$ cat src/rtl/instruction_cache_pkg.sv
// Shared geometry, FSM encoding and word-select helper for the instruction cache.
// Constants only; no logic, no latency, no flow control.
// Default geometry: 8 lines x 16 B, 32-bit byte addresses, 128-bit lines.
package instruction_cache_pkg;

    localparam int ADDR_WIDTH  = 32;
    localparam int INDEX_BITS  = 3;
    localparam int OFFSET_BITS = 4;
    localparam int TAG_BITS    = ADDR_WIDTH - OFFSET_BITS - INDEX_BITS;
    localparam int BLOCK_BITS  = 128;

    localparam logic [1:0] ST_IDLE   = 2'd0;
    localparam logic [1:0] ST_FETCH  = 2'd1;
    localparam logic [1:0] ST_UPDATE = 2'd2;

    // Word n of a line occupies bits [32n+31:32n].
    function automatic logic [31:0] word_sel(input logic [BLOCK_BITS-1:0] line,
                                             input logic [1:0]            sel);
        return line[sel*32 +: 32];
    endfunction

endpackage

$ cat src/rtl/icache_store.sv
// Line storage: data, tag and valid arrays for the direct-mapped cache.
// Read port is combinational; the write port commits on the clock edge.
// No backpressure; only valid is cleared by reset, data and tags keep stale contents.
module icache_store #(
    parameter int INDEX_BITS = 3,
    parameter int TAG_BITS   = 25,
    parameter int BLOCK_BITS = 128
) (
    input  logic                  CLK,
    input  logic                  RESET,
    input  logic [INDEX_BITS-1:0] rd_index,
    output logic                  rd_valid,
    output logic [TAG_BITS-1:0]   rd_tag,
    output logic [BLOCK_BITS-1:0] rd_data,
    input  logic                  wr_en,
    input  logic [INDEX_BITS-1:0] wr_index,
    input  logic [TAG_BITS-1:0]   wr_tag,
    input  logic [BLOCK_BITS-1:0] wr_data
);

    localparam int LINES = 1 << INDEX_BITS;

    logic [LINES-1:0]      valid_q;
    logic [TAG_BITS-1:0]   tag_q  [LINES];
    logic [BLOCK_BITS-1:0] data_q [LINES];

    always_ff @(posedge CLK or negedge RESET) begin
        if (!RESET) begin
            valid_q <= '0;
        end else if (wr_en) begin
            valid_q[wr_index] <= 1'b1;
        end
    end

    always_ff @(posedge CLK) begin
        if (wr_en) begin
            tag_q[wr_index]  <= wr_tag;
            data_q[wr_index] <= wr_data;
        end
    end

    assign rd_valid = valid_q[rd_index];
    assign rd_tag   = tag_q[rd_index];
    assign rd_data  = data_q[rd_index];

endmodule

$ cat src/rtl/instruction_cache.sv
// Direct-mapped read-only instruction cache between the fetch stage and block memory.
// Hits return the word combinationally; a miss costs 1 + memory latency + 1 cycles.
// BUSYWAIT stalls the CPU while a fetch is pending; memory paces the fill via MEM_BUSYWAIT.
module instruction_cache #(
    parameter int INDEX_BITS = instruction_cache_pkg::INDEX_BITS,
    parameter int ADDR_WIDTH = instruction_cache_pkg::ADDR_WIDTH,
    parameter int BLOCK_BITS = instruction_cache_pkg::BLOCK_BITS
) (
    input  logic                  CLK,
    input  logic                  RESET,
    input  logic                  READ,
    input  logic [ADDR_WIDTH-1:0] ADDRESS,
    output logic [31:0]           READDATA,
    output logic                  BUSYWAIT,
    output logic                  MEM_READ,
    output logic [ADDR_WIDTH-5:0] MEM_ADDRESS,
    input  logic [BLOCK_BITS-1:0] MEM_READDATA,
    input  logic                  MEM_BUSYWAIT
);

    import instruction_cache_pkg::OFFSET_BITS;
    import instruction_cache_pkg::ST_IDLE;
    import instruction_cache_pkg::ST_FETCH;
    import instruction_cache_pkg::ST_UPDATE;
    import instruction_cache_pkg::word_sel;

    localparam int TAG_BITS      = ADDR_WIDTH - OFFSET_BITS - INDEX_BITS;
    localparam int BLK_ADDR_BITS = ADDR_WIDTH - OFFSET_BITS;

    logic [1:0]               state_q;
    logic                     first_q;
    logic [BLK_ADDR_BITS-1:0] miss_addr_q;
    logic [BLOCK_BITS-1:0]    fill_q;
    logic [31:0]              rdata_q;

    logic [INDEX_BITS-1:0]    cur_index;
    logic [TAG_BITS-1:0]      cur_tag;
    logic                     line_valid;
    logic [TAG_BITS-1:0]      line_tag;
    logic [BLOCK_BITS-1:0]    line_data;
    logic                     hit;
    logic                     lookup_hit;
    logic [31:0]              hit_word;
    logic                     unused_byte_offset;

    assign cur_index          = ADDRESS[OFFSET_BITS +: INDEX_BITS];
    assign cur_tag            = ADDRESS[ADDR_WIDTH-1 -: TAG_BITS];
    assign unused_byte_offset = ^ADDRESS[1:0];

    icache_store #(
        .INDEX_BITS (INDEX_BITS),
        .TAG_BITS   (TAG_BITS),
        .BLOCK_BITS (BLOCK_BITS)
    ) u_store (
        .CLK      (CLK),
        .RESET    (RESET),
        .rd_index (cur_index),
        .rd_valid (line_valid),
        .rd_tag   (line_tag),
        .rd_data  (line_data),
        .wr_en    (state_q == ST_UPDATE),
        .wr_index (miss_addr_q[INDEX_BITS-1:0]),
        .wr_tag   (miss_addr_q[BLK_ADDR_BITS-1 -: TAG_BITS]),
        .wr_data  (fill_q)
    );

    // Lookups are only honoured in IDLE so a stale line cannot answer mid-fill.
    assign hit        = READ & line_valid & (line_tag == cur_tag);
    assign lookup_hit = hit & (state_q == ST_IDLE);
    assign hit_word   = word_sel(line_data, ADDRESS[3:2]);

    assign READDATA    = lookup_hit ? hit_word : rdata_q;
    assign BUSYWAIT    = READ & ~lookup_hit;
    assign MEM_READ    = (state_q == ST_FETCH);
    assign MEM_ADDRESS = miss_addr_q;

    always_ff @(posedge CLK or negedge RESET) begin
        if (!RESET) begin
            state_q     <= ST_IDLE;
            first_q     <= 1'b0;
            miss_addr_q <= '0;
            rdata_q     <= '0;
        end else begin
            case (state_q)
                ST_IDLE: begin
                    if (lookup_hit) begin
                        rdata_q <= hit_word;
                    end else if (READ) begin
                        miss_addr_q <= ADDRESS[ADDR_WIDTH-1:OFFSET_BITS];
                        first_q     <= 1'b1;
                        state_q     <= ST_FETCH;
                    end
                end
                ST_FETCH: begin
                    // The entry edge may still see MEM_BUSYWAIT low before memory reacts.
                    first_q <= 1'b0;
                    if (!first_q && !MEM_BUSYWAIT) begin
                        state_q <= ST_UPDATE;
                    end
                end
                default: state_q <= ST_IDLE;
            endcase
        end
    end

    always_ff @(posedge CLK) begin
        if (state_q == ST_FETCH && !first_q && !MEM_BUSYWAIT) begin
            fill_q <= MEM_READDATA;
        end
    end

endmodule
$ cat config.mk
export PLATFORM = sky130hd
export DESIGN_NAME = instruction_cache
export DESIGN_NICKNAME = d
export VERILOG_FILES = /design/src/rtl/instruction_cache_pkg.sv /design/src/rtl/icache_store.sv /design/src/rtl/instruction_cache.sv
export SDC_FILE = /design/constraint.sdc
export NUM_CORES = 1
export LEC_CHECK = 0
export CORE_MARGIN = 8
export CORE_UTILIZATION = 45
export CTS_BUF_LIST = sky130_fd_sc_hd__clkbuf_16
export CTS_CLUSTER_DIAMETER = 150
export DETAILED_ROUTE_END_ITERATION = 8
export PLACE_DENSITY_LB_ADDON = 0.08
export SKIP_LAST_GASP = 1
export SLEW_MARGIN = 20
export SYNTH_ARGS = -nofsm -noshare
export SYNTH_HDL_FRONTEND = slang
export SYNTH_SLANG_ARGS = --single-unit
$ cat constraint.sdc
create_clock -name CLK -period 16.8 [get_ports CLK]
set_input_delay 2.52 -clock CLK [delete_from_list [all_inputs] [get_ports CLK]]
set_output_delay 2.52 -clock CLK [all_outputs]
set_load 0.02 [all_outputs]
; ---- Word-level counts from Yosys, hierarchy flattened
; Memory sizes are Yosys's and may differ from the RTL's.
; Cells that the tools add are included.
[totals]
mem_bits_rw = 1224
in_bits = 164
reg_bits = 199
out_inout_bits = 62
n_memories = 2
wordCells = 49
[classes]
muxes = 14
n_eq_ne = 6
shifts = 1
magnitude_cmp = 3
bitwise = 6
reduce_logical = 11
[memory_table]
columns = memory, words, word_bits, read_ports, rd_clocked_by_memory_dff, wr, line
row1 = u_store.data_q, 8, 128, 1, 0, 1, icache_store.sv:25  ; logic [BLOCK_BITS-1:0] data_q [LINES];
row2 = u_store.tag_q, 8, 25, 1, 0, 1, icache_store.sv:24  ; logic [TAG_BITS-1:0] tag_q [LINES];
[ops]
columns = op, count
row1 = $shiftx A128 B8 Y32, 1
row2 = $mux W32, 1
row3 = $eq A25 B25 Y1, 1
row4 = $reduce_and A3 Y1, 3
row5 = $lt A3 B4 Y1 const B, 2
row6 = $or A8 B8 Y8, 1
row7 = $mux W1, 6
row8 = $mux W2, 3
row9 = $and A1 B1 Y1, 4
row10 = $logic_and A1 B1 Y1, 4
row11 = $ne A2 B2 Y1 const B, 2
row12 = $pmux W2 S2, 1
row13 = $bmux W1 S3, 1
row14 = $demux W1 S3, 1
row15 = $ge A3 B1 Y1 const B, 1
row16 = $eq A2 B1 Y1 const B, 1
row17 = $eq A2 B2 Y1 const B, 1
row18 = $logic_not A1 Y1, 2
row19 = $logic_not A2 Y1, 1
row20 = $ne A2 B1 Y1 const B, 1
row21 = $pmux W1 S2, 1
row22 = $reduce_bool A2 Y1, 1
row23 = $not A1 Y1, 1

; ---- Depth between registers and ports, before layout
[depth]
ltp_word = 7
mapped_depth = 13

; ---- Modules after synthesis
; Synthesis repeated with hierarchy kept, for this count alone.
[unflattened]
hier_cells = 2182
area_unflattened_um2 = 54020.6
[by_module_without_submodules]
columns = mod, seq_area_each_um2, area_per_inst_um2, cells_per_inst, n_inst
row1 = icache_store, 36955.4, 46259.4, 1803, 1
row2 = instruction_cache, 5420.2, 7761.2, 379, 1

; ---- Least setup slack after synthesis
; Ideal clock, no wire load.
[synth_path]
path_type = reg-to-reg
from = register miss_addr_q[0] (netlist: MEM_ADDRESS[0])
to = register u_store.valid_q[0]
arrival_ns = 12.291
setup_ns = 0.131
slack_ns = 4.377
n_path_buf = 0
synth_period_minus_slack_ns = 12.423
path_stages_with_launch = 4
path_cell_list = dfrtp_1 or3b_2 nor3_1 or2_2
[synth_between]
elab_chain_cells = 5
elab_cells_between_ends = 6
cone_classes = order compare (2) / mux (2) / bitwise (1) / reduce/logical (1)
[synth_rtl]
columns = item, line
row1 = "start, declared", instruction_cache.sv:32  ; logic [BLK_ADDR_BITS-1:0] miss_addr_q;
row2 = "start signal, assigned", instruction_cache.sv:89  ; miss_addr_q <= ADDRESS[ADDR_WIDTH-1:OFFSET_BITS];
row3 = $lt A3 B4 Y1 (not written as such) / $ge A3 B1 Y1 (equally long branches), icache_store.sv:31  ; valid_q[wr_index] <= 1'b1;
row4 = $logic_and A1 B1 Y1 (not written as such), icache_store.sv:31
row5 = $mux W1 (not written as such), icache_store.sv:31
row6 = $demux W1 S3 (*), --
row7 = $or A8 B8 Y8 (no line) (*), --
row8 = "end signal, assigned", icache_store.sv:29  ; valid_q <= '0;
row9 = "end signal, assigned by index", icache_store.sv:31
row10 = "end, declared", icache_store.sv:23  ; logic [LINES-1:0] valid_q;
; Every way passes the cells marked *; elsewhere a longest branch is shown, timed or not.
; A chain may end at the register's enable or synchronous reset.

; ---- Worst setup path after layout
[layout_path]
from = input port ADDRESS[5]
to = output port READDATA[11]
[layout_between]
elab_chain_cells = 6
elab_cells_between_ends = 10
cone_classes = eq/ne (1) / shift (1) / mux (3) / bitwise (3) / memory (2)
[layout_rtl]
columns = item, line
row1 = "start, declared", instruction_cache.sv:12  ; input logic [ADDR_WIDTH-1:0] ADDRESS,
row2 = branches (longest 5 deep; another with $mem_v2 Z8 W128), --
row3 = $mux W32 (*), --
row4 = "end, declared", instruction_cache.sv:13  ; output logic [31:0] READDATA,
; Every way passes the cells marked *. The select of a mux whose other input is x is not followed.

==> qor.csv <==
metric;value;unit
cp_data_arrival_time;7.57;ns
synth_fp_nets;2344;
pin_count;226;
total_negative_slack_for_setup_checks;0;ns
synthToLayoutAreaGrowth;16.7;%
cts.sink_count;1423;
slew_headroom;0.254;
clk_transition_reported_paths;0.06;ns
global_route_wire_length_before_repair;174000;um
detailed_place_hpwl;61000;um
synth.area.top_cells;sky130_fd_sc_hd__edfxtp_1, sky130_fd_sc_hd__mux4_2, sky130_fd_sc_hd__dfrtp_1;
first_global_vias;25600;
detailroute.via_count;23300;
syn_avg_cell_area;24.6;um^2
floorplan.core_area;0.118;mm^2
regArea;0.0424;mm^2
cp_num_buf_inv;5;
routed_wire_length_per_instance;28.4;um
synth_edf_count;1352;
worstMarginPinSlew;1.12;ns
final_nets;2653;
non_filler_cells_final;4148;
post_cts_resized;0;
tritoncts.num_buffers;154;
yosysMostFrequentCell;sky130_fd_sc_hd__edfxtp_1;
dieHeight;361;um
viasPerCell;5.62;
placement.io_buffers;223;
die-width;361;um
powerDensity;134;mW/mm^2
post_synth_inst_count;2180;
post_cts_hold_buffer_count;0;
clk-insertion-delay-late;0.73;ns
cp_cell_sequence;buf_8 -> buf_12 -> mux4_2 -> nand2b_1 -> nand2_1 -> xnor2_1 -> nand4_1 -> nor4_2 -> nand4_1 -> buf_4 -> buf_4 -> mux2_4 -> clkdlybuf4s50_1;
critPathKind;input pin to output port;
post-synth-top-area-cell;sky130_fd_sc_hd__edfxtp_1;
commonest_cells_in_the_synthesized_netlist;sky130_fd_sc_hd__edfxtp_1, sky130_fd_sc_hd__mux4_2, sky130_fd_sc_hd__mux2_2;
totalWireLength;118000;um
initialDrtViolationCount;1771;
clock_tree_from_tritoncts;built;
synthDistinctLibCells;37;
grt_start_max_net_pins;147;
clock-skew-final;0.0218;ns
min_path_type;flip-flop to flip-flop;
count_of_endpoints_failing_hold_in_the_final_timing_report;0;
crit_required;14.28;ns
postCtsSetupBuffers;0;
yosysSeqAreaShare;0.789;
critical_path.slowest_cell;sky130_fd_sc_hd__clkdlybuf4s50_1;
final_max_slew_viol_count;0;
final_critical_delay_including_setup_and_external_delays;10.09;ns
static_leakage_power;0.0204;uW
final_gp_congestion;0.698;
antenna_left;0;
cts-htree-levels;4;
synthesis.yosys.warnings;0;
initial_core_utilization;0.454;
synth_area;0.0537;mm^2
max-vdd-ir-drop;0.0000894;V
drv.max_cap_violation_count;0;
type_of_element_capturing_the_critical_path;output port;
placed_insts;3869;
global_route.overflow_total;0;
run_status;complete, no violations;
finalCoreUtilization;0.530;
clock_path_buffers;3;
slowest_delay;0.75;ns
synth.top_cell.area_share;0.756;
multi_input_comb_area;0.0108;mm^2
fin_crit_sh;0.601;
crit_fanout;146;
fraction_of_layout_cells_with_a_size_suffix_above_1;0.286;
dominantRegCellSynth;sky130_fd_sc_hd__edfxtp_1;
timing.critical_path.max_delay_family;buffers and inverters;
nFillCells;9063;
drc;0;
timing.final.setup_violations;0;
clock-root-buffer;sky130_fd_sc_hd__clkbuf_16;
number_of_antenna_violations_at_the_first_check_in_global_routing;2;
post_synthesis_async_set_or_reset_flop_share;0.0499;
grt_setup_unrepaired;false;
synth-seq-cells;1423;
placement_rows;126;
design.die.area;0.131;mm^2
detail_route.first_pass.iterations;5;
startpoint_type;input pin;
track_usage;0.181;
maxClockFrequency;99.1;MHz
[kinds of logic (layout without fill, tap and decap cells)]
family                    after synthesis  after routing  share of synthesized area
AOI/OAI and AO/OA                      29             29                    0.00408
and+or+nand+nor                        69             69                    0.00666
buffers and inverters                 105            535                     0.0101
other                                   0              2                          0
DFF                                  1423           1423                      0.789
xor gates and xnor gates               25             25                    0.00408
muxes                                 529            529                      0.186
[power by group]
part	total, uW	leakage, uW	switching (uW)	internal (uW)
clock network	3240	0.00254	1310	1920
logic	655	0.00473	366	288
registers	4470	0.0131	202	4270
[cells in the final DEF, fill, tap and decap left out, drive strengths merged, types with 2 or more instances in the layout]
cell / instances
a221oi: 4
a22oi: 15
and2: 2
buf: 40
bufinv: 15
clkbuf: 157
clkdlybuf4s50: 217
clkinv: 54
clkinvlp: 5
dfrtp: 71
diode: 2
edfxtp: 1352
inv: 47
mux2: 132
mux2i: 50
mux4: 347
nand2: 22
nand2b: 9
nand4: 5
nor2: 9
nor2b: 3
nor3: 5
nor4: 2
o22ai: 4
or2: 8
xnor2: 11
xor2: 14
[state kept, by name, summed over array words and instances (netlist names)]
name,flops
u_store.tag_q,200
state_q,2
u_store.data_q,1024
fill_q,128
rdata_q,32
u_store.valid_q,8
first_q,1
MEM_ADDRESS,28
[per-layer routing]
layer	wire length, um	global-route usage	up-vias	share of wire
li1	-	-	9920	-
met1	50800	0.245	12600	0.43
met2	58400	0.301	589	0.50
met3	5910	0.0359	178	0.050
met4	2650	0.0477	2	0.023
met5	13	0	-	0.00011
[per-stage QoR]
stage                     hold WS [ns]  setup WS (ns)  instance area [um^2]  power, uW
after floorplan                  0.434           4.38                 53700       4900
final                            0.463           6.71                 62600       8360
after global placement           0.446           6.60                 57700       5200
after detailed placement         0.451           6.65                 57700       5230
after CTS                        0.465           6.64                 62600       8480
after global routing             0.483           6.37                 62600       8670
[worst paths after layout]
| check | from | slack [ns] | to | cells past startpoint |
|---|---|---|---|---|
| min | u_store.valid_q[3] | 0.46 | u_store.valid_q[3] | 1 |
| min reg2reg | u_store.valid_q[3] | 0.46 | u_store.valid_q[3] | 1 |
| max | ADDRESS[5] | 6.71 | READDATA[11] | 13 |
| max reg2reg | MEM_ADDRESS[0] | 13.05 | u_store.data_q[6][86] | 4 |
| min in group asynchronous | RESET | 1.62 | first_q | 1 |
| max in group asynchronous | RESET | 13.91 | rdata_q[29] | 2 |
[layout make-up]
cell class	count	area share
Clock buffer	157	0.0627
Inverter	1	0.0000599
Clock inverter	120	0.0154
Multi-Input combinational cell	652	0.173
Timing Repair Buffer	257	0.0416
Sequential cell	1423	0.676
Antenna cell	2	0.0000799
Tap cell	1536	0.0307
Power figures use the tool's default switching activity.
==> variant 1, RTL diff (same flow settings) <==
The package constant `ADDR_WIDTH` goes from 32 to 64.
--- a/src/rtl/instruction_cache_pkg.sv
+++ b/src/rtl/instruction_cache_pkg.sv
@@ -3,7 +3,7 @@
 // Default geometry: 8 lines x 16 B, 32-bit byte addresses, 128-bit lines.
 package instruction_cache_pkg;
 
-    localparam int ADDR_WIDTH  = 32;
+    localparam int ADDR_WIDTH  = 64;
     localparam int INDEX_BITS  = 3;
     localparam int OFFSET_BITS = 4;
     localparam int TAG_BITS    = ADDR_WIDTH - OFFSET_BITS - INDEX_BITS;
Ports: changed (resized ADDRESS and MEM_ADDRESS); port bits go from 226 to 290. The function was not compared with the original's and may differ.
==> variant 1 against the original RTL <==
  * Wire length rose by 26%
  * Maximum frequency fell by 8.4%
  * Cell area rose by 20%
  * Worst setup slack got worse by 0.92 ns
  * Die area rose by 20%
  * Synthesized area rose by 21%
  * Clock power rose by 11%
  * Total power rose by 21%
  * Sequential cell count rose by 288
==> variant 1: results (changes against the original RTL) <==
| Metric | Value |
|---|---|
| Status | `finished, final reports clean` |
| FF+latch area | `50860 sq um (+20%)` |
| Clock group share of total power | `0.356 (-0.031)` |
| Hold EP | `u_store.valid_q[7]` |
| Vias in the first global route | `31290 (+22%)` |
| Max FO, Critical Path | `147 (+0.68%)` |
| FMAX | `90.78 MHz (-8.4%)` |
| Layout cells sized above 1 | `0.2522 (-0.03402)` |
| #FFs+latches synth | `1711 (+20%)` |
| I/O Buffers | `287 (+29%)` |
| Largest regs | `u_store.data_q x1024, u_store.tag_q x456, fill_q x128` |
| Post-synthesis async set-or-reset flop share | `0.06020 (+0.01030)` |
| Seq/Total Area, Yosys | `0.7846 (-0.004576)` |
| Drt initial violations | `2239 (+26%)` |
| Post-layout util | `0.5259 (-0.003919)` |
| Cell area after placement | `69970 sq um (+21%)` |
| Post-Syn Nets | `2975 (+27%)` |
| Synth area leaders | `edfxtp_1 (74%), mux4_2 (12%), dfrtp_1 (4.0%), mux2_2 (2.7%), mux2i_1 (2.7%)` |
| Peak supply drop | `0.00008640 V (-3.3%)` |
| Fillers | `11101 (+22%)` |
| Leak | `24.71 nW (+21%)` |
| Final GP Congestion | `0.7197 (+3.1%)` |
| Reg2Reg Depth | `9 (+5)` |
| Worst path max stage delay | `0.85 ns (+0.10 ns)` |
| Clock group | `3.59 mW (+11%)` |
| Fraction of area in multi-input gates | `0.1770 (+0.003960)` |
| Largest net degree at the start of global routing | `148 (+0.68%)` |
| Worst setup path end | `READDATA[2]` |
| Setup Skew | `0.01774 ns (-0.004065 ns)` |
| Worst R2R Start | `u_store.tag_q[7][54]` |
| Comb_multi_in | `935 (+43%)` |
| HPWL Detailed | `79620 um (+30%)` |
| Hold_sp | `u_store.valid_q[7]` |
| Critical path's slowest cell | `buf_4` |
| Place WS | `5.618 ns (-1.030 ns)` |
| Number of enable flip-flop cells after synthesis | `1608 (+19%)` |
| Vias | `29419 (+26%)` |
| Sequential cell power | `5.54 mW (+24%)` |
| Buffers excl. clock | `338 (+32%)` |
| Gr usage total | `0.1878 (+0.007208)` |
| Worst EP arrival | `8.50 ns (+0.93 ns)` |
| Layout net count | `3362 (+27%)` |
| Hold slack | `0.4635 ns (+0.0005230 ns)` |
[variant 1: layer usage]
| metal | track usage | vias to the layer above | wire [um] |
|---|---|---|---|
| li1 | - | 12573 | - |
| met2 | 0.3105 | 896 | 73640 |
| met1 | 0.2550 | 15742 | 62620 |
| met3 | 0.03776 | 206 | 9028 |
| met5 | 0 | - | 13 |
| met4 | 0.05382 | 2 | 3594 |
[variant 1: critical path: cells and delay by family]
kind / cells / cell delay (ns)
compound gates: 1 / 0.15
xor+xnor: 1 / 0.10
buf+inv: 5 / 3.33
mux: 3 / 1.19
simple gates: 3 / 0.93
[variant 1: logic make-up after synthesis]
logic type / Yosys count / synth area share
flip-flops: 1711 / 0.7846
multiplexers: 689 / 0.1787
AND/OR/NAND/NOR: 93 / 0.008569
AO/OA/AOI/OAI: 131 / 0.01438
XOR/XNOR: 22 / 0.002972
buffers and inverters: 133 / 0.01081
==> variant 2, RTL diff (same settings) <==
Made on the original files. Make the reset (`RESET`) synchronous in 2 clocked blocks.
--- a/src/rtl/icache_store.sv
+++ b/src/rtl/icache_store.sv
@@ -24,7 +24,7 @@
     logic [TAG_BITS-1:0]   tag_q  [LINES];
     logic [BLOCK_BITS-1:0] data_q [LINES];
 
-    always_ff @(posedge CLK or negedge RESET) begin
+    always_ff @(posedge CLK) begin
         if (!RESET) begin
             valid_q <= '0;
         end else if (wr_en) begin
--- a/src/rtl/instruction_cache.sv
+++ b/src/rtl/instruction_cache.sv
@@ -74,7 +74,7 @@
     assign MEM_READ    = (state_q == ST_FETCH);
     assign MEM_ADDRESS = miss_addr_q;
 
-    always_ff @(posedge CLK or negedge RESET) begin
+    always_ff @(posedge CLK) begin
         if (!RESET) begin
             state_q     <= ST_IDLE;
             first_q     <= 1'b0;
Check against the original RTL: differs if RESET is asserted again (counterexample within 4 cycles, from zero or initial values and one cycle with RESET low); with RESET held inactive, the same outputs for 4 cycles.
==> variant 2 against the original RTL <==
  * Global-route usage fell by 0.14 points
  * Critical path type unchanged
  * Cell area is 0.90% lower
  * Maximum frequency down 0.45%
  * Highest routed layer is now met4
  * Wire length decreased by 0.73%
  * Synthesized area fell by 0.65%
  * Sequential cell count unchanged
  * Worst setup slack lost 0.045 ns
  * Via count grew 0.74%
Power is not compared: it rests on default switching activity, and its combinational part moved more than twofold at a synthesized area within 25%.
==> variant 2: results (changes against the original RTL) <==
| Metric | Value |
|---|---|
| Hold EP | `u_store.valid_q[5]` |
| Setup Skew | `0.02036 ns (-0.001443 ns)` |
| Final GP Congestion | `0.6982 (about the same)` |
| Post-synthesis async set-or-reset flop share | `0 (-0.04989)` |
| CTS resizes | `0 (unchanged)` |
| Status | `finished, final reports clean` |
| HPWL Detailed | `60470 um (-0.94%)` |
| Synth unique cells | `45 (+22%)` |
| Gr usage total | `0.1792 (-0.001447)` |
| Reg2reg setup slack | `12.87 ns (-0.18 ns)` |
| Avg Inst Size Synth | `23.82 sq um (-3.3%)` |
| Worst R2R Start | `u_store.tag_q[7][6]` |
| CTS clk-pin slew, worst paths | `0.06 ns (about the same)` |
| Final TNS setup | `0 ns (unchanged)` |
| Reg-to-Reg End | `rdata_q[29]` |
| Num CTS Buffers | `149 (-3.2%)` |
| Worst EP arrival | `7.62 ns (+0.05 ns)` |
| Drt initial violations | `1819 (+2.7%)` |
| Reg2Reg Depth | `9 (+5)` |
| First-pass GRT wire length | `172200 um (-0.81%)` |
| Post-Syn Nets | `2404 (+2.6%)` |
| Vias in the first global route | `25469 (-0.39%)` |
| Layout cells sized above 1 | `0.2532 (-0.03301)` |
| Slew margin rel. | `0.2617 (+0.007588)` |
| Synth top cells by count | `edfxtp_1 (1352), mux4_2 (349), mux2i_1 (85)` |
| Seq/Total Area, Yosys | `0.7877 (-0.001478)` |
| Clk Tree Root Cell | `clkbuf_16` |
| Max FO, Critical Path | `45 (-69%)` |
| Average via count per standard cell | `5.591 (-0.53%)` |
| Final WL | `116900 um (-0.73%)` |
| Number of enable flip-flop cells after synthesis | `1352 (unchanged)` |
| Vias | `23487 (+0.74%)` |
| Initial antenna violation count | `4 (+2)` |
| Largest net degree at the start of global routing | `119 (-19%)` |
| Synth area leaders | `edfxtp_1 (76%), mux4_2 (15%), dfxtp_1 (2.7%), mux2i_1 (1.6%), mux2_4 (0.82%)` |
| Layout net count | `2706 (+2.0%)` |
| Placed cell count | `3926 (+1.5%)` |
-- variant 2: cell count changes in the layout (fill, tap and decap cells not counted), moves of 7 or more --
cell	unedited run	this run
o21a_1	0	11
xor2_1	14	5
mux2_4	49	29
nand2_1	22	59
and2_1	2	36
and3_1	0	8
mux2_2	83	37
mux2i_1	50	85
or2_2	8	1
dfxtp_1	0	71
a21oi_1	0	9
dfrtp_1	71	0
-- variant 2: worst max-delay path by stage --
stage	endpoint	slack, ns	cells after the start	start
3_3_place_gp	READDATA[29]	6.45	11	ADDRESS[4]
5_1_grt	READDATA[15]	6.38	11	ADDRESS[6]
4_1_cts	READDATA[29]	6.36	11	ADDRESS[4]
6_report	READDATA[29]	6.66	11	ADDRESS[6]
3_5_place_dp	READDATA[29]	6.39	11	ADDRESS[4]
2_1_floorplan	u_store.data_q[0][0]	4.69	2	MEM_ADDRESS[0]
-- variant 2: metal layers --
layer  up-vias  global-route usage  routed length (um)
li1      10085                   -                   -
met1     12705              0.2391               49890
met2       533              0.3058               59590
met3       164             0.02924                4774
met4         0             0.05122                2665
met5         -                   0                   0
-- variant 2: layout make-up --
class                      instances  area [sq um]
clock inverter                   119         829.5
antenna                            3         7.507
timing repair buffer             259          2634
fill                            9016         55680
inverter                           1         3.754
multi-input combinational        708         10860
tap                             1536          1922
clock buffer                     152          3804
sequential                      1423         42020
-- variant 2: worst max-delay path: stages --
cell,delay [ns]
clkbuf_8,0.55
buf_4,0.69
mux4_2,0.42
mux2i_1,0.18
xnor2_1,0.11
nor4_1,0.70
nand4_1,0.36
nor4_4,0.26
buf_4,0.64
mux2_2,0.50
clkdlybuf4s50_1,0.58
-- variant 2: stage by stage --
| step | hold slack [ns] | area, sq um | worst slack (ns) |
|---|---|---|---|
| final | 0.4613 | 62080 | 6.664 |
| after global routing | 0.4887 | 62080 | 6.378 |
| after CTS | 0.4642 | 62040 | 6.364 |
| after detailed placement | 0.4497 | 57410 | 6.390 |
| after global placement | 0.4411 | 57410 | 6.447 |
| after floorplan | 0.4354 | 53350 | 4.689 |
-- variant 2: cell families (layout without fill, tap and decap cells) --
kind of cell / Yosys count / count (layout) / share of synthesized area
flops: 1423 / 1423 / 0.7877
buf+inv: 109 / 531 / 0.009921
other cells: 0 / 3 / 0
xor+xnor: 14 / 14 / 0.002299
simple gates: 143 / 143 / 0.01372
mux: 501 / 501 / 0.1798
compound gates: 50 / 50 / 0.006637
-- variant 2: power by group --
| group | switching, mW | total, mW | internal, mW |
|---|---|---|---|
| logic | 0.153 | 0.311 | 0.158 |
| clock network | 1.30 | 3.10 | 1.79 |
| registers | 0.0322 | 3.93 | 3.90 |
| total | 1.49 | 7.33 | 5.85 |
